### src/rtl/imem_loader.sv
// Boot loader: parses a byte stream (count header, big-endian words, XOR checksum)
// into instruction-memory writes and holds the MIPS core in reset until the image verifies.
module imem_loader #(
    parameter int IMEM_DEPTH  = 256,
    parameter int COUNT_WIDTH = 16
) (
    input  logic                   clk,
    input  logic                   reset,
    input  logic [7:0]             rx_data,
    input  logic                   rx_valid,
    output logic                   rx_ready,
    input  logic                   reload,
    output logic                   imem_we,
    output logic [31:0]            imem_addr,
    output logic [31:0]            imem_wdata,
    output logic                   core_reset,
    output logic                   load_done,
    output logic                   load_error,
    output logic [COUNT_WIDTH-1:0] words_loaded
);

    typedef enum logic [2:0] {HDR_HI, HDR_LO, DATA, CHK, DONE, ERR} state_t;

    localparam logic [COUNT_WIDTH-1:0] DEPTH_C = COUNT_WIDTH'(IMEM_DEPTH);
    localparam logic [COUNT_WIDTH-1:0] ONE_C   = COUNT_WIDTH'(1);

    state_t                 state_q, state_d;
    logic [7:0]             cnt_hi_q, cnt_hi_d;
    logic [COUNT_WIDTH-1:0] count_q, count_d;
    logic [1:0]             byte_idx_q, byte_idx_d;
    logic [23:0]            word_buf_q, word_buf_d;
    logic [7:0]             csum_q, csum_d;
    logic                   rx_ready_q, rx_ready_d;
    logic                   imem_we_q, imem_we_d;
    logic [31:0]            imem_addr_q, imem_addr_d;
    logic [31:0]            imem_wdata_q, imem_wdata_d;
    logic                   core_reset_q, core_reset_d;
    logic                   load_done_q, load_done_d;
    logic                   load_error_q, load_error_d;
    logic [COUNT_WIDTH-1:0] words_q, words_d;

    logic                   accept;
    logic [COUNT_WIDTH-1:0] hdr_count;
    logic [COUNT_WIDTH-1:0] words_next;

    always_comb begin
        state_d      = state_q;
        cnt_hi_d     = cnt_hi_q;
        count_d      = count_q;
        byte_idx_d   = byte_idx_q;
        word_buf_d   = word_buf_q;
        csum_d       = csum_q;
        imem_we_d    = 1'b0;
        imem_addr_d  = imem_addr_q;
        imem_wdata_d = imem_wdata_q;
        words_d      = words_q;
        accept       = rx_valid && rx_ready_q;
        hdr_count    = COUNT_WIDTH'({cnt_hi_q, rx_data});
        words_next   = words_q + ONE_C;

        case (state_q)
            HDR_HI: begin
                if (accept) begin
                    cnt_hi_d = rx_data;
                    csum_d   = csum_q ^ rx_data;
                    state_d  = HDR_LO;
                end
            end
            HDR_LO: begin
                if (accept) begin
                    count_d = hdr_count;
                    csum_d  = csum_q ^ rx_data;
                    if (hdr_count > DEPTH_C) begin
                        state_d = ERR;
                    end else if (hdr_count == '0) begin
                        state_d = CHK;
                    end else begin
                        state_d = DATA;
                    end
                end
            end
            DATA: begin
                if (accept) begin
                    csum_d = csum_q ^ rx_data;
                    if (byte_idx_q == 2'd3) begin
                        // Final byte completes the word: strobe it out at the current word index.
                        imem_we_d    = 1'b1;
                        imem_wdata_d = {word_buf_q, rx_data};
                        imem_addr_d  = 32'({words_q, 2'b00});
                        words_d      = words_next;
                        byte_idx_d   = 2'd0;
                        if (words_next == count_q) begin
                            state_d = CHK;
                        end
                    end else begin
                        word_buf_d = {word_buf_q[15:0], rx_data};
                        byte_idx_d = byte_idx_q + 2'd1;
                    end
                end
            end
            CHK: begin
                if (accept) begin
                    state_d = (rx_data == csum_q) ? DONE : ERR;
                end
            end
            DONE, ERR: begin
                if (reload) begin
                    state_d    = HDR_HI;
                    words_d    = '0;
                    csum_d     = 8'h00;
                    byte_idx_d = 2'd0;
                end
            end
            default: state_d = HDR_HI;
        endcase

        // Status outputs are decoded from the next state so they register alongside it.
        rx_ready_d   = (state_d != DONE) && (state_d != ERR);
        core_reset_d = (state_d != DONE);
        load_done_d  = (state_d == DONE);
        load_error_d = (state_d == ERR);
    end

    always_ff @(posedge clk or posedge reset) begin
        if (reset) begin
            state_q      <= HDR_HI;
            cnt_hi_q     <= 8'h00;
            count_q      <= '0;
            byte_idx_q   <= 2'd0;
            word_buf_q   <= 24'h0;
            csum_q       <= 8'h00;
            rx_ready_q   <= 1'b1;
            imem_we_q    <= 1'b0;
            imem_addr_q  <= 32'h0;
            imem_wdata_q <= 32'h0;
            core_reset_q <= 1'b1;
            load_done_q  <= 1'b0;
            load_error_q <= 1'b0;
            words_q      <= '0;
        end else begin
            state_q      <= state_d;
            cnt_hi_q     <= cnt_hi_d;
            count_q      <= count_d;
            byte_idx_q   <= byte_idx_d;
            word_buf_q   <= word_buf_d;
            csum_q       <= csum_d;
            rx_ready_q   <= rx_ready_d;
            imem_we_q    <= imem_we_d;
            imem_addr_q  <= imem_addr_d;
            imem_wdata_q <= imem_wdata_d;
            core_reset_q <= core_reset_d;
            load_done_q  <= load_done_d;
            load_error_q <= load_error_d;
            words_q      <= words_d;
        end
    end

    assign rx_ready     = rx_ready_q;
    assign imem_we      = imem_we_q;
    assign imem_addr    = imem_addr_q;
    assign imem_wdata   = imem_wdata_q;
    assign core_reset   = core_reset_q;
    assign load_done    = load_done_q;
    assign load_error   = load_error_q;
    assign words_loaded = words_q;

endmodule
### config.mk
export PLATFORM = sky130hd
export DESIGN_NAME = imem_loader
export DESIGN_NICKNAME = d
export VERILOG_FILES = /design/src/rtl/imem_loader.sv
export SDC_FILE = /design/constraint.sdc
export NUM_CORES = 1
export LEC_CHECK = 0
export ABC_AREA = 1
export CORE_AREA = 2 2 104 106
export DETAILED_ROUTE_END_ITERATION = 8
export DIE_AREA = 0 0 106 108
export PLACE_DENSITY_LB_ADDON = 0.25
export SYNTH_ARGS = -nofsm -noshare
export SYNTH_HDL_FRONTEND = slang
export SYNTH_SLANG_ARGS = --single-unit
### constraint.sdc
create_clock -name clk -period 9.3 [get_ports clk]
set_input_delay 1.86 -clock clk [delete_from_list [all_inputs] [get_ports clk]]
set_output_delay 1.86 -clock clk [all_outputs]
set_load 0.005 [all_outputs]
==> impl_metrics.json, run 1 <==
{
  "status": "completed",
  "grt_max_degree": 72,
  "ys.flop_type": "dfrtp_1",
  "cts_hold_buf": 0,
  "cts_buffers": 17,
  "area_growth_pct": 24.8,
  "gr-usage-all-layers": 0.257,
  "ios": 97,
  "end_kind": "flop",
  "via_per_inst": 5.40,
  "synthMuxAreaShare": 0,
  "syn_area_per_cell_um2": 8.61,
  "worstPathArrival_ns": 4.10,
  "p_per_area_mw_per_mm2": 253,
  "path_cells": "clkdlybuf4s50_1, nand2_1, inv_2, nand2_1, nor2_4, inv_2, buf_4, nand2_1, o21ai_0",
  "utilization": 0.719,
  "worst_r2r_startpoint": "rx_ready",
  "cpPeakStageDelay_ns": 0.45,
  "worstHoldPathType": "flop to flop",
  "hold_viol": 0,
  "rsz0062_at_grt": "no",
  "most-common-layout-cells": "nand2_1 (187), dfrtp_1 (128), o21ai_0 (102)",
  "yosys_warnings": 0,
  "yosys.area_share.simple": 0.235,
  "hold_path_end": "imem_wdata[29]",
  "seq_area_frac_synth": 0.552,
  "setup_viol": 0,
  "grt_pass1_vias": 4757,
  "slew_viol_final": 0,
  "setup_tns_ns": 0,
  "clock_sinks": 130,
  "grt_overflow": 0,
  "synth_compound_area_frac": 0.103,
  "drt-total-wl_um": 13800,
  "crit_fanout": 58,
  "dieArea_mm2": 0.0114,
  "critPathLaunchType": "input pin",
  "mostFrequentLayoutCell": "nand2_1",
  "holdPathStages": 2,
  "io_buffers": 80,
  "cp_slowest_cell": "clkdlybuf4s50_1",
  "layout_min_cycle_time_ns": 3.71,
  "die_w_um": 106,
  "max-slew-margin-rel": 0.433,
  "gp_congestion": 0.853,
  "ys_types": 33,
  "path_clk_slew_ns": 0.06,
  "dp_hpwl_um": 9210,
  "clockRootBuffer": "clkbuf_8",
  "fill_cells": 771,
  "crit_type": "input pin to flop",
  "start_util": 0.576,
  "final_nets": 779,
  "wl_per_cell_um": 15.1,
  "syn_inst": 685,
  "fmax_mhz": 269,
  "synth-seq-cells": 130,
  "ctsHtreeMaxLevel": 4,
  "die_h_um": 108,
  "synthesis.area_mm2": 0.00590,
  "vias": 4934,
  "cts_setup_buffers": 0,
  "grt_pass1_wl_um": 22900,
  "synth_top_family_by_area": "simple AND/OR/NAND/NOR gates",
  "drt_iter0_markers": 404,
  "n_antenna_cell": 0,
  "async_flop_share": 1.00,
  "fin_worst_skew_ns": 0.00604,
  "worstPathRequired_ns": 9.69,
  "p_leak_uw": 0.00346,
  "synth-edff-count": 0,
  "rr_endpoint": "imem_addr[17]",
  "worst_pin_slew_ns": 0.850,
  "antenna_found_initial": 0,
  "fin_crit_sh": 0.399,
  "clock_latency_ns": 0.52,
  "yosys.area_share.xor_xnor": 0.0216,
  "reg2reg_slack_ns": 6.85,
  "cpMostUsedCell": "nand2_1",
  "cts_buffer_depth": 2,
  "ctsResizeCount": 0,
  "peakVddDrop_uv": 150,
  "fp.coreArea_mm2": 0.0102,
  "drtAntennaViolNets": 0,
  "hold_path.startpoint": "imem_wdata[29]",
  "dr.pass1.iters": 6,
  "cts_tree": "built",
  "cap_viol_max_count": 0,
  "synthAdderAreaFrac": 0.00424,
  "row_count": 37,
  "rr_worst_depth": 8,
  "drc": 0,
  "drive_gt1_frac": 0.0874
}
-- cell families after synthesis --
kind of cell / after synthesis
AND/OR/NAND/NOR: 308
flip-flops: 130
AO/OA/AOI/OAI: 118
buffers and inverters: 113
XOR/XNOR: 13
adder cells (fa/ha/maj): 2
other: 1
-- per-stage QoR --
| step | cell area [um^2] | worst slack (ns) | std cells | total power, uW | hold WS (ns) |
|---|---|---|---|---|---|
| global placement | 6740 | 5.16 | 882 | 1150 | 0.461 |
| finish | 7360 | 5.59 | 914 | 1860 | 0.472 |
| global route | 7360 | 5.34 | 914 | 1960 | 0.502 |
| detailed placement | 6740 | 5.06 | 882 | 1170 | 0.463 |
| CTS | 7360 | 5.60 | 914 | 1860 | 0.477 |
| floorplan | 5950 | 3.97 | 700 | 1040 | 0.449 |
-- sequential cells by signal, summed over array words and instances, names as in the netlist --
| name | cells |
|---|---|
| imem_wdata | 32 |
| word_buf_q | 24 |
| count_q | 16 |
| imem_addr | 16 |
| words_loaded | 16 |
| cnt_hi_q | 8 |
| csum_q | 8 |
| state_q | 3 |
| byte_idx_q | 2 |
| core_reset | 1 |
| imem_we | 1 |
| load_done | 1 |
| load_error | 1 |
| rx_ready | 1 |
-- power breakdown --
part / leakage (uW) / total, uW / internal (uW) / switching, uW
Sequential: 0.00168 / 787 / 700 / 86.9
Clock: 0.000293 / 683 / 440 / 243
Combinational: 0.00149 / 389 / 153 / 237
-- per-layer routing --
layer  global-route usage  routed length (um)  vias to the layer above
met1                0.342                5860                     2331
met5                    0                   0                        -
met2                0.425                6760                      229
li1                     -                   -                     2342
met4               0.0977                 293                        0
met3               0.0488                 919                       32
-- critical path: cells and delay by family --
| kind | cells | cell delay, ns |
|---|---|---|
| buffers and inverters | 4 | 1.41 |
| and+or+nand+nor | 4 | 0.71 |
| AOI/OAI and AO/OA | 1 | 0.09 |
-- worst max path at each step --
stage,start,to,slack [ns],cells past startpoint
floorplan,reset,byte_idx_q[0],3.97,1
global placement,rx_valid,imem_addr[16],5.16,9
detailed placement,rx_valid,imem_addr[17],5.06,9
CTS,rx_valid,imem_addr[17],5.60,9
global route,rx_valid,imem_addr[13],5.34,9
finish,rx_valid,imem_addr[17],5.59,9
-- final cells by class --
class,count,area [um^2],area share
sequential,130,3260,0.442
multi-input combinational,457,2200,0.300
timing repair buffer,83,823,0.112
clock buffer,18,428,0.0582
inverter,76,289,0.0393
clock inverter,14,188,0.0255
tap,136,170,0.0231
-- synth_stat cells, drive strengths merged (3+ instances only) --
master  instances  area (um^2)
a21oi           3         15.0
buf            22          150
clkbuf         15         56.3
dfrtp         128         3200
inv            75          282
nand2         196          763
nand3          54          275
nand3b          5         37.5
nand4           8         50.1
nor2           37          210
nor3            6         35.0
o21ai         103          515
o22ai          10         62.6
xnor2           3         26.3
xor2            9         78.8
Power figures use the tool's default switching activity.
==> inputs of run 2 (changes only) <==
--- a/config.mk
+++ b/config.mk
@@ -6,9 +6,9 @@
 export NUM_CORES = 1
 export LEC_CHECK = 0
 export ABC_AREA = 1
-export CORE_AREA = 2 2 104 106
+export CORE_AREA = 2 2 109 111
 export DETAILED_ROUTE_END_ITERATION = 8
-export DIE_AREA = 0 0 106 108
+export DIE_AREA = 0 0 111 113
 export PLACE_DENSITY_LB_ADDON = 0.25
 export SYNTH_ARGS = -nofsm -noshare
 export SYNTH_HDL_FRONTEND = slang
==> constraint.sdc (replaced) <==
create_clock -name clk -period 3.5 [get_ports clk]
set_input_delay 0.7 -clock clk [delete_from_list [all_inputs] [get_ports clk]]
set_output_delay 0.7 -clock clk [all_outputs]
set_load 0.005 [all_outputs]
==> run 2 against run 1 <==
  * Combinational power increased to 2.7 times the previous value
  * Worst hold slack improved by 0.0033 ns
  * Design area up 0.82%
==> impl_metrics.json, run 2 (synthesized netlist as in run 1, its figures left out) <==
{
  "stdcell_area_mm2": 0.00742,
  "hold_viol": 0,
  "die_h_um": 113,
  "cts_hold_buf": 0,
  "critPathLaunchType": "input pin",
  "holdWs_ns": 0.475,
  "setup_viol": 0,
  "grt-busiest-layer": "met2",
  "cpPeakStageDelay_ns": 0.52,
  "area_growth_pct": 25.8,
  "ctsResizeCount": 0,
  "path_clk_slew_ns": 0.06,
  "p_clk_frac": 0.367,
  "dieArea_mm2": 0.0125,
  "place_area_mm2": 0.00681,
  "power.internal_uw": 3360,
  "drive_gt1_frac": 0.0921,
  "most-common-layout-cells": "nand2_1 (187), dfrtp_1 (128), o21ai_0 (102)",
  "worstHoldPathType": "flop to flop",
  "clockRootBuffer": "clkbuf_16",
  "grt_overflow": 0,
  "gr-usage-all-layers": 0.234,
  "ctsHtreeMaxLevel": 4,
  "drtAntennaViolNets": 0,
  "p_per_area_mw_per_mm2": 670,
  "fin_worst_skew_ns": 0.00738,
  "gr-usage-met1": 0.304,
  "drc": 0,
  "peakVddDrop_uv": 411,
  "dp_hpwl_um": 9750,
  "slew_viol_final": 0,
  "cpLargestDelayFamily": "simple AND/OR/NAND/NOR gates",
  "cp_num_buf_inv": 3,
  "status": "completed",
  "worstPathArrival_ns": 2.58,
  "grtUsageMet3": 0.0573,
  "cap_viol_max_count": 0,
  "met2_usage": 0.393,
  "cp_slowest_cell": "clkdlybuf4s50_1",
  "fill_cells": 908,
  "layout_min_cycle_time_ns": 2.24,
  "path_cells": "clkdlybuf4s50_1, inv_1, nand3_1, nor3_1, nand2_1, o21ai_0, a21oi_1, nor2_1, nand3_1, inv_1",
  "utilization": 0.658,
  "cts_tree": "built",
  "via_per_inst": 5.40,
  "vias": 4991,
  "p_total_uw": 4970,
  "row_count": 39,
  "worst_pin_slew_ns": 0.934,
  "wl_per_cell_um": 15.5,
  "cts_buffers": 17,
  "drt-total-wl_um": 14300,
  "clock_sinks": 130,
  "mostFrequentLayoutCell": "nand2_1",
  "largest_register_ffs": 32,
  "grt_pass1_vias": 4914,
  "cts_setup_buffers": 0,
  "io_buffers": 80,
  "drt_iter0_markers": 381,
  "fp.coreArea_mm2": 0.0113,
  "start_util": 0.523,
  "grt_pass1_wl_um": 23700,
  "clock_latency_ns": 0.41,
  "setup_tns_ns": 0,
  "antenna_found_initial": 0,
  "end_kind": "flop",
  "max-slew-margin-rel": 0.376,
  "rsz0062_at_grt": "no",
  "die_w_um": 111,
  "crit_type": "input pin to flop",
  "n_antenna_cell": 0,
  "p_leak_uw": 0.00349,
  "gp_congestion": 0.873,
  "final_nets": 783,
  "crit_fanout": 4,
  "p_sw_frac": 0.325,
  "worstPathRequired_ns": 3.85,
  "cts_buffer_depth": 2,
  "comb_power_share": 0.211,
  "p_switching_uw": 1620,
  "dr.pass1.iters": 5,
  "grt_max_degree": 57,
  "ios": 97,
  "fmax_mhz": 447,
  "fin_crit_sh": 0.639,
  "seqPwrFrac": 0.422
}
==> run 2: layer usage <==
layer,wire (um),vias up
li1,-,2340
met1,6180,2447
met2,7060,187
met3,883,17
met4,168,0
met5,0,-
==> run 2: stage by stage <==
step                setup WS (ns)  cells
floorplan                    1.19    700
global placement            0.926    893
detailed placement          0.894    893
CTS                          1.31    925
global route                 1.15    925
finish                       1.26    925
==> run 2: cell type report <==
cell class              count  area [um^2]  area share
multi-input cells         457         2200       0.297
clock buffers              17          425      0.0573
inverters                  76          290      0.0391
flip-flops and latches    130         3260       0.439
repair buffers             87          878       0.118
well taps                 143          179      0.0241
clock inverters            15          185      0.0250
==> run 2: power groups by stage <==
| stage | registers, uW | clock network [uW] | logic, uW |
|---|---|---|---|
| finish | 2100 | 1830 | 1050 |
| global route | 2130 | 1920 | 1200 |
| CTS | 2090 | 1840 | 1050 |
| detailed placement | 2110 | 0 | 1010 |
| global placement | 2100 | 0 | 979 |
| floorplan | 2050 | 0 | 703 |
==> run 2: tightest hold or removal path: stages, from the launching register on <==
cell	delay (ns)
dfrtp_1	0.35
nand2_1	0.05
nand2_1	0.04
==> run 2: worst paths after layout <==
check                                start         endpoint  slack (ns)  cells past startpoint
setup / recovery                rx_data[0]        load_done        1.26                     10
hold / removal              imem_wdata[25]   imem_wdata[25]        0.48                      2
setup reg to reg           words_loaded[0]        load_done        1.42                     12
hold reg to reg             imem_wdata[25]   imem_wdata[25]        0.48                      2
max in group asynchronous            reset  words_loaded[9]        1.91                      3
min in group asynchronous            reset          imem_we        0.83                      2
